## src/rtl/branch_resolve_unit.sv

```systemverilog
`default_nettype none
// ============================================================================
// Module   : branch_resolve_unit
// Brief    : Registered branch/JAL/JALR resolution with RAS and link write-back.
// Revision : 1.0 - initial release
// ============================================================================
module branch_resolve_unit #(
    parameter int ADDR_W    = 40,
    parameter int DATA_W    = 64,
    parameter int INST_W    = 32,
    parameter int RAS_DEPTH = 8
) (
    input  logic              clk_i,
    input  logic              rst_i,
    input  logic              valid_i,
    output logic              ready_o,
    input  logic [ADDR_W-1:0] pc_i,
    input  logic [15:0]       control_i,
    input  logic [INST_W-1:0] inst_i,
    input  logic [DATA_W-1:0] source1_i,
    input  logic [DATA_W-1:0] source2_i,
    input  logic              pred_taken_i,
    input  logic [ADDR_W-1:0] pred_target_i,
    input  logic              flush_i,
    output logic              valid_o,
    input  logic              ready_i,
    output logic              branch_valid_o,
    output logic              branch_taken_o,
    output logic [ADDR_W-1:0] branch_target_o,
    output logic [ADDR_W-1:0] branch_result_o,
    output logic              mispredict_o,
    output logic [4:0]        write_reg_o,
    output logic [DATA_W-1:0] write_data_o,
    output logic [ADDR_W-1:0] ras_top_o,
    output logic              ras_valid_o
);

    localparam int PTR_W = $clog2(RAS_DEPTH);
    localparam int CNT_W = $clog2(RAS_DEPTH + 1);

    logic [2:0]        w_funct3;
    logic [4:0]        w_rd;
    logic [4:0]        w_rs1;
    logic              w_is_jal;
    logic              w_is_jalr;
    logic              w_is_br;
    logic [ADDR_W-1:0] w_b_imm;
    logic [ADDR_W-1:0] w_j_imm;
    logic [ADDR_W-1:0] w_i_imm;
    logic [ADDR_W-1:0] w_jalr_sum;
    logic [ADDR_W-1:0] w_pc_plus4;
    logic              w_cond;
    logic              w_bv;
    logic              w_taken;
    logic [ADDR_W-1:0] w_target;
    logic              w_mp;
    logic              w_rd_link;
    logic              w_rs1_link;
    logic              w_push;
    logic              w_pop;
    logic              w_accept;
    logic              w_load;
    logic              w_unused;

    logic              valid_q, valid_d;
    logic              bv_q, bv_d;
    logic              taken_q, taken_d;
    logic [ADDR_W-1:0] target_q, target_d;
    logic [ADDR_W-1:0] result_q, result_d;
    logic              mp_q, mp_d;
    logic [4:0]        wreg_q, wreg_d;
    logic [DATA_W-1:0] wdata_q, wdata_d;
    logic [ADDR_W-1:0] ras_q [RAS_DEPTH];
    logic [ADDR_W-1:0] ras_d [RAS_DEPTH];
    logic [PTR_W-1:0]  ptr_q, ptr_d;
    logic [CNT_W-1:0]  cnt_q, cnt_d;

    assign w_unused = ^{control_i[15:6], control_i[2:1], inst_i[6:0]};

    assign w_funct3   = inst_i[14:12];
    assign w_rd       = inst_i[11:7];
    assign w_rs1      = inst_i[19:15];
    assign w_is_jal   = ~control_i[0] & control_i[3] & control_i[5];
    assign w_is_jalr  = control_i[0] & control_i[3] & control_i[5] & (w_funct3 == 3'b000);
    assign w_is_br    = control_i[4];
    assign w_b_imm    = {{(ADDR_W-13){inst_i[31]}}, inst_i[31], inst_i[7], inst_i[30:25],
                         inst_i[11:8], 1'b0};
    assign w_j_imm    = {{(ADDR_W-21){inst_i[31]}}, inst_i[31], inst_i[19:12], inst_i[20],
                         inst_i[30:21], 1'b0};
    assign w_i_imm    = {{(ADDR_W-12){inst_i[31]}}, inst_i[31:20]};
    // Only the low ADDR_W bits of rs1+imm matter, so the add is done at that width.
    assign w_jalr_sum = source1_i[ADDR_W-1:0] + w_i_imm;
    assign w_pc_plus4 = pc_i + ADDR_W'(4);

    always_comb begin
        w_cond = 1'b0;
        case (w_funct3)
            3'b000:  w_cond = (source1_i == source2_i);
            3'b001:  w_cond = (source1_i != source2_i);
            3'b100:  w_cond = ($signed(source1_i) <  $signed(source2_i));
            3'b101:  w_cond = ($signed(source1_i) >= $signed(source2_i));
            3'b110:  w_cond = (source1_i <  source2_i);
            3'b111:  w_cond = (source1_i >= source2_i);
            default: w_cond = 1'b0;
        endcase
    end

    always_comb begin
        w_bv     = 1'b0;
        w_taken  = 1'b0;
        w_target = '0;
        if (w_is_jal) begin
            w_bv     = 1'b1;
            w_taken  = 1'b1;
            w_target = pc_i + w_j_imm;
        end else if (w_is_jalr) begin
            w_bv     = 1'b1;
            w_taken  = 1'b1;
            w_target = {w_jalr_sum[ADDR_W-1:1], 1'b0};
        end else if (w_is_br) begin
            w_bv     = 1'b1;
            w_taken  = w_cond;
            w_target = pc_i + w_b_imm;
        end
    end

    assign w_mp       = w_bv & ((w_taken != pred_taken_i) |
                                (w_taken & (w_target != pred_target_i)));
    assign w_rd_link  = (w_rd == 5'd1) | (w_rd == 5'd5);
    assign w_rs1_link = (w_rs1 == 5'd1) | (w_rs1 == 5'd5);
    assign w_push     = (w_is_jal | w_is_jalr) & w_rd_link;
    assign w_pop      = w_is_jalr & w_rs1_link & (~w_rd_link | (w_rd != w_rs1));

    assign ready_o  = ~valid_q | ready_i;
    assign w_accept = valid_i & ready_o;
    assign w_load   = w_accept & ~flush_i;

    always_comb begin
        valid_d  = valid_q;
        bv_d     = bv_q;
        taken_d  = taken_q;
        target_d = target_q;
        result_d = result_q;
        mp_d     = mp_q;
        wreg_d   = wreg_q;
        wdata_d  = wdata_q;
        if (flush_i) begin
            valid_d = 1'b0;
        end else if (w_accept) begin
            valid_d = 1'b1;
        end else if (ready_i) begin
            valid_d = 1'b0;
        end
        if (w_load) begin
            bv_d     = w_bv;
            taken_d  = w_taken;
            target_d = w_target;
            result_d = w_taken ? w_target : w_pc_plus4;
            mp_d     = w_mp;
            wreg_d   = (w_is_jal | w_is_jalr) ? w_rd : 5'd0;
            wdata_d  = DATA_W'(w_pc_plus4);
        end
    end

    // ptr_q addresses the current top; a push at full wraps onto the oldest entry.
    always_comb begin
        ras_d = ras_q;
        ptr_d = ptr_q;
        cnt_d = cnt_q;
        if (w_load) begin
            if (w_push && w_pop && (cnt_q != '0)) begin
                ras_d[ptr_q] = w_pc_plus4;
            end else if (w_push) begin
                ptr_d        = ptr_q + PTR_W'(1);
                ras_d[ptr_d] = w_pc_plus4;
                if (cnt_q != CNT_W'(RAS_DEPTH)) begin
                    cnt_d = cnt_q + CNT_W'(1);
                end
            end else if (w_pop && (cnt_q != '0)) begin
                ptr_d = ptr_q - PTR_W'(1);
                cnt_d = cnt_q - CNT_W'(1);
            end
        end
    end

    always_ff @(posedge clk_i) begin
        if (rst_i) begin
            valid_q  <= 1'b0;
            bv_q     <= 1'b0;
            taken_q  <= 1'b0;
            target_q <= '0;
            result_q <= '0;
            mp_q     <= 1'b0;
            wreg_q   <= 5'd0;
            wdata_q  <= '0;
            ptr_q    <= '0;
            cnt_q    <= '0;
            for (int i = 0; i < RAS_DEPTH; i++) begin
                ras_q[i] <= '0;
            end
        end else begin
            valid_q  <= valid_d;
            bv_q     <= bv_d;
            taken_q  <= taken_d;
            target_q <= target_d;
            result_q <= result_d;
            mp_q     <= mp_d;
            wreg_q   <= wreg_d;
            wdata_q  <= wdata_d;
            ptr_q    <= ptr_d;
            cnt_q    <= cnt_d;
            ras_q    <= ras_d;
        end
    end

    assign valid_o         = valid_q;
    assign branch_valid_o  = bv_q;
    assign branch_taken_o  = taken_q;
    assign branch_target_o = target_q;
    assign branch_result_o = result_q;
    assign mispredict_o    = mp_q;
    assign write_reg_o     = wreg_q;
    assign write_data_o    = wdata_q;
    assign ras_valid_o     = (cnt_q != '0);
    assign ras_top_o       = (cnt_q != '0) ? ras_q[ptr_q] : '0;

endmodule
`default_nettype wire

```

## config.mk

```make
export PLATFORM = sky130hd
export DESIGN_NAME = branch_resolve_unit
export DESIGN_NICKNAME = d
export VERILOG_FILES = /design/src/rtl/branch_resolve_unit.sv
export SDC_FILE = /design/constraint.sdc
export NUM_CORES = 1
export LEC_CHECK = 0
export CORE_MARGIN = 2
export CORE_UTILIZATION = 59
export DETAILED_ROUTE_END_ITERATION = 10
export PLACE_DENSITY = 0.84
export SYNTH_ARGS = -nofsm -noshare
export SYNTH_HDL_FRONTEND = slang
export SYNTH_SLANG_ARGS = --single-unit
```

## constraint.sdc

```tcl
create_clock -name clk_i -period 8.9 [get_ports clk_i]
set_input_delay 2.67 -clock clk_i [delete_from_list [all_inputs] [get_ports clk_i]]
set_output_delay 2.67 -clock clk_i [all_outputs]
set_load 0.005 [all_outputs]
```

## Word level (Yosys, flattened, before mapping)

Cells that the tools add are included.

- Logic and storage cells: 120
- Input bits: 262
- Register bits after elaboration: 456
- Output and inout port bits: 195

- Bitwise logic cells: 25
- Reductions and logical operators: 14
- $lt $le $gt $ge: 8
- $add $sub $neg: 8
- Equality and inequality tests: 16
- Mux-type cells: 31

Operators by type and width:

| kind | count |
|---|---|
| $bwmux W320 | 2 |
| $mux W320 | 2 |
| $mux W40 | 9 |
| $demux W40 S3 | 2 |
| $ge A64 B64 Y1 | 2 |
| $lt A64 B64 Y1 | 2 |
| $add A40 B40 Y40 | 3 |
| $bmux W40 S3 | 1 |
| $eq A64 B64 Y1 | 1 |
| $ne A64 B64 Y1 | 1 |
| $add A40 B3 Y40 const B | 1 |
| $ne A40 B40 Y1 | 1 |
| $and A1 B1 Y1 | 12 |
| $eq A3 B3 Y1 const B | 4 |
| $mux W4 | 3 |
| $eq A5 B1 Y1 const B | 2 |
| $eq A5 B3 Y1 const B | 2 |
| $ge A4 B4 Y1 const B | 2 |
| $lt A4 B1 Y1 const B | 2 |
| $mux W1 | 8 |
| $not A3 Y4 | 2 |
| $mux W3 | 2 |
| $or A1 B1 Y1 | 6 |
| $pmux W1 S6 | 1 |
| other kinds (19) | 29 |

## Depth between registers and ports, before layout

- Depth in word-level cells: 9
- Mapped depth: 16
- Mapped depth without buffers: 14

## Worst setup path before layout

No wires, ideal clock.

- Kind: input to register
- Start: input port pc_i[1]
- End: register mp_q (netlist: mispredict_o)
- Buffers on the path: 0
- Cell stages on the path: 14
- Library setup time: 0.121 ns
- Arrival: 5.743 ns
- Setup slack: 3.036 ns
- Required time: 8.779 ns
- Path through: ha_1 -> fa_1 -> a211oi_1 -> nor2_1 -> a221o_1 -> a211oi_1 -> o211a_1 -> o2111a_1 -> o2111ai_1 -> a2111oi_0 -> o2111a_1 -> nand4_1 -> nor4_1 -> nor2_1

- Cells in the longest elaborated chain, start to end: 8
- Elaborated cells between the ends (all ways): 9
- Classes of those cells: 2 x add/sub; 1 x eq/ne; 3 x mux; 3 x bitwise

Ends and longest elaborated chain:

| what | RTL line | text |
|---|---|---|
| start, declared | 17 | `input logic [ADDR_W-1:0] pc_i,` |
| $add A40 B40 Y40 | 123 | `w_target = pc_i + w_b_imm;` |
| $mux W40 | 120 | `end else if (w_is_br) begin` |
| $mux W40 | 116 | `end else if (w_is_jalr) begin` |
| $mux W40 * | 112 | `if (w_is_jal) begin` |
| $ne A40 B40 Y1 * | 128 | `(w_taken & (w_target != pred_target_i)));` |
| $and A1 B1 Y1 * | 128 |  |
| $or A1 B1 Y1 * | 127 | `assign w_mp = w_bv & ((w_taken != pred_taken_i) \|` |
| $and A1 B1 Y1 * | 127 |  |
| end signal, assigned | 207 | `mp_q <= mp_d;` |
| end, declared | 70 | `logic mp_q, mp_d;` |

Every way passes the cells marked *; elsewhere a longest branch is shown, timed or not.
A chain may end at the register's enable or synchronous reset.

## Worst setup path in the final report

- Start: input port source2_i[63]
- End: register result_q[27] (netlist: branch_result_o[27])

- Cells in the longest elaborated chain, start to end: 6
- Elaborated cells between the ends (all ways): 11
- Classes of those cells: 4 x order compare; 2 x eq/ne; 5 x mux

Ends and longest elaborated chain:

| what | RTL line | text |
|---|---|---|
| start, declared | 21 | `input logic [DATA_W-1:0] source2_i,` |
| $ge A64 B64 Y1 (tied with other cells) | 103 | `3'b111: w_cond = (source1_i >= source2_i);` |
| $pmux W1 S6 * | 97 | `case (w_funct3)` |
| $mux W1 * | 120 |  |
| $mux W1 * | 116 |  |
| $mux W1 * | 112 |  |
| $mux W40 * | 158 | `result_d = w_taken ? w_target : w_pc_plus4;` |
| end signal, assigned | 206 | `result_q <= result_d;` |
| end, declared | 69 | `logic [ADDR_W-1:0] result_q, result_d;` |

Marks and branches as above.

==> impl_results.md <==
- PwrDens: 153.2 nW/µm²
- Leak: 0.01194 µW
- Synth cell types: 87
- Type of the worst setup path: in -> reg
- Final Max Slew Viols: 0
- Post-Syn Area: 28420 µm²
- Area share of the largest cell type after synthesis: 0.3212
- First-pass GRT wire length: 155.9 mm
- Simple-Gate Fraction of Synth Area: 0.1838
- Filler instances: 3885
- Antenna violations before repair: 1
- Top-count cell post-synth: nor2_1
- Post-synthesis adder-cell area fraction: 0.07238
- Post-CTS Resized: 0
- PortBufs: 413
- CTS tree: built
- Max VDD drop: 152.7 µV
- Post-synthesis xor/xnor area fraction: 0.03637
- CTS Buffer Depth: 3
- Placed cell areas: 32730 µm²
- Combinational family with the most area after synthesis: compound AO/OA/AOI/OAI gates
- Skew final: 0.02179 ns
- DR WL/cell: 22.75 µm
- Routability-driven placement congestion ratio: 1.031
- Antenna-violating nets left: 0
- Total GRT Usage: 0.3913
- Final hold violations: 0
- Area grow syn2layout: 20.34%
- Compound-Gate Fraction of Synth Area: 0.3001
- Chip width: 223.5 µm
- Worst EP required: 9.39 ns
- Synth cell count leaders: nor2_1, dfxtp_1, a211oi_1
- Run status: finished, final reports clean
- Tmin final: 7.266 ns
- Startpoint type of the worst setup path: input pin
- Worst Setup End Kind: flop
- Final #Nets: 4247
- Vias in the first global route: 27670
- Cts bufs inserted: 44
- Most area-consuming cells after synthesis: dfxtp_1, a211oi_1, nor2_1
- RSZ-0062 raised after global routing: no
- Slew margin rel.: 0.1396
- Syn_area_per_cell: 7.922 µm²
- Total grt overflow: 0
- Largest net degree at the start of global routing: 220
- Post-CTS Repair Setup Buffers: 0
- Layout cells sized above 1: 0.04459
- Hold Crit Class: reg -> reg
- Inst Count DP: 4392
- Multi-input logic area: 17890 µm²
- Hold buffers post-CTS: 0
- Max-Cap Viols: 0
- Cell accounting for the most synthesized area: dfxtp_1
- Root Driver: clkbuf_16
- CTS Sinks: 456
- Core Area: 47650 µm²
- Die Y-Extent: 223.5 µm
- Initial drt markers: 3278
- Sequential share of the synthesized area: 0.3212
- Synth Flop Type: dfxtp_1
- Max Freq: 137.6 MHz
- Number of flops mapped to enable cells by yosys: 0
- Fin util: 0.7178
- Dpl hpwl: 72.82 mm
- Reg area: 9129 µm²
- Fraction of registers with async set/reset: 0
- Fin area: 34200 µm²
- Worst slew pin tran: 1.281 ns
- Vias per cell: 6.591
- Critical Path AT: 7.75 ns
- Yosys warns: 0
- WL final: 101.8 mm
- Synth Register Bits: 456
- IO Count: 457
- Synth Instances: 3587
- Num rows: 80
- Clk slew on worst S/H paths: 0.07 ns
- Final setup violation count: 0
- Worst Path Max Fanout: 26
- Fin cells: 4473
- Hold slack: 0.4512 ns
- H-tree levels: 2
- DRT Pass-1 Iters: 8
- Starting Density: 0.5964
- Mux share of post-synthesis cell area: 0.02897
- Vias: 29480
- TNS Setup: 0 ns
- Clk_lat worst skew: 0.57 ns
- Tcrit/Tclk final: 0.8164
- # DRC: 0
- Die Footprint: 49940 µm²
-- per-stage QoR --
stage / power [µW] / worst slack, ns
finish: 5239 / 1.634
global route: 5412 / 1.309
CTS: 5205 / 1.749
detailed placement: 3348 / 1.190
global placement: 3339 / 1.309
floorplan: 2862 / 3.036
-- state kept, by name, summed over array words and instances (netlist names) --
| name | count |
|---|---|
| branch_target_o | 40 |
| cnt_q | 4 |
| ptr_q | 3 |
| ras_q | 320 |
| write_reg_o | 5 |
| branch_result_o | 40 |
| branch_valid_o | 1 |
| branch_taken_o | 1 |
| valid_o | 1 |
| mispredict_o | 1 |
| write_data_o | 40 |
-- worst paths after layout --
check                                          end  slack (ns)                        start  cells after the start
hold / removal         write_reg_o[0]$_SDFFE_PP0P_        0.45  write_reg_o[0]$_SDFFE_PP0P_                      2
hold reg to reg        write_reg_o[0]$_SDFFE_PP0P_        0.45  write_reg_o[0]$_SDFFE_PP0P_                      2
setup / recovery  branch_result_o[27]$_SDFFE_PP0P_        1.63                source2_i[63]                     16
setup reg to reg           ras_q[143]$_SDFFE_PP0P_        5.17        ptr_q[0]$_SDFFE_PP0P_                      8
-- cell families (layout without fill, tap and decap cells) --
family / count (synthesis) / after routing
compound gates: 1203 / 1203
simple gates: 1163 / 1163
flops: 456 / 456
buf+inv: 402 / 649
fa+ha+maj: 162 / 162
xor+xnor: 118 / 118
mux: 82 / 82
other cells: 1 / 25
-- metal layers --
layer	share of wire	track usage	vias up
met5	0	0	-
met4	0.053	0.1989	0
met3	0.091	0.05768	333
met2	0.46	0.6337	1603
met1	0.40	0.5084	13750
li1	-	-	13800
-- cell usage in the layout (no fill, tap or decap), types with 13 or more instances in the layout --
master             n
nor3_1            50
and2_1            20
a22oi_1          168
nand2_1          264
clkbuf_16         46
nor4_1            14
and3_1            35
o211ai_1          25
nand2b_1          14
a211oi_1         402
dfxtp_1          456
inv_1            102
a31oi_1           16
a21o_1            40
clkdlybuf4s50_1  411
nor2_1           528
conb_1            24
nor2b_1           13
o21a_1            24
ha_1             158
nand3_1           66
nand4_1           73
xor2_1            56
buf_4             51
or3_1             28
xnor2_1           62
a41oi_1           42
a221oi_1          14
o21ai_0           85
a2111oi_0         14
a21oi_1          218
mux2i_1           80
-- worst max-delay path: stages --
cell	delay, ns
clkdlybuf4s50_1	0.45
inv_1	0.04
ha_1	0.41
nand4_1	0.21
nor4_1	0.89
nand2_1	0.16
or3_1	0.35
o221a_2	0.13
nand2_1	0.15
nand4_1	0.12
o2111a_1	0.25
a21oi_4	0.83
buf_4	0.50
mux2i_1	0.25
nand2_1	0.09
a21oi_1	0.20
-- where the power goes --
part	internal [µW]	leakage (µW)	total, µW	switching, µW
sequential	2080	0.00369	2100	25.2
clock	1070	0.000728	1890	819
combinational	491	0.00753	1240	752
total	3640	0.0119	5240	1600
-- layout make-up --
cell class | count | share of cell area
Antenna cell | 1 | 0.00007317
Clock buffer | 64 | 0.03886
Clock inverter | 16 | 0.003915
Inverter | 103 | 0.01131
Multi-Input combinational cell | 2752 | 0.5232
Sequential cell | 456 | 0.2669
Tap cell | 615 | 0.02250
Timing Repair Buffer | 466 | 0.1333
Note: power is estimated with default switching activity, not from simulation.
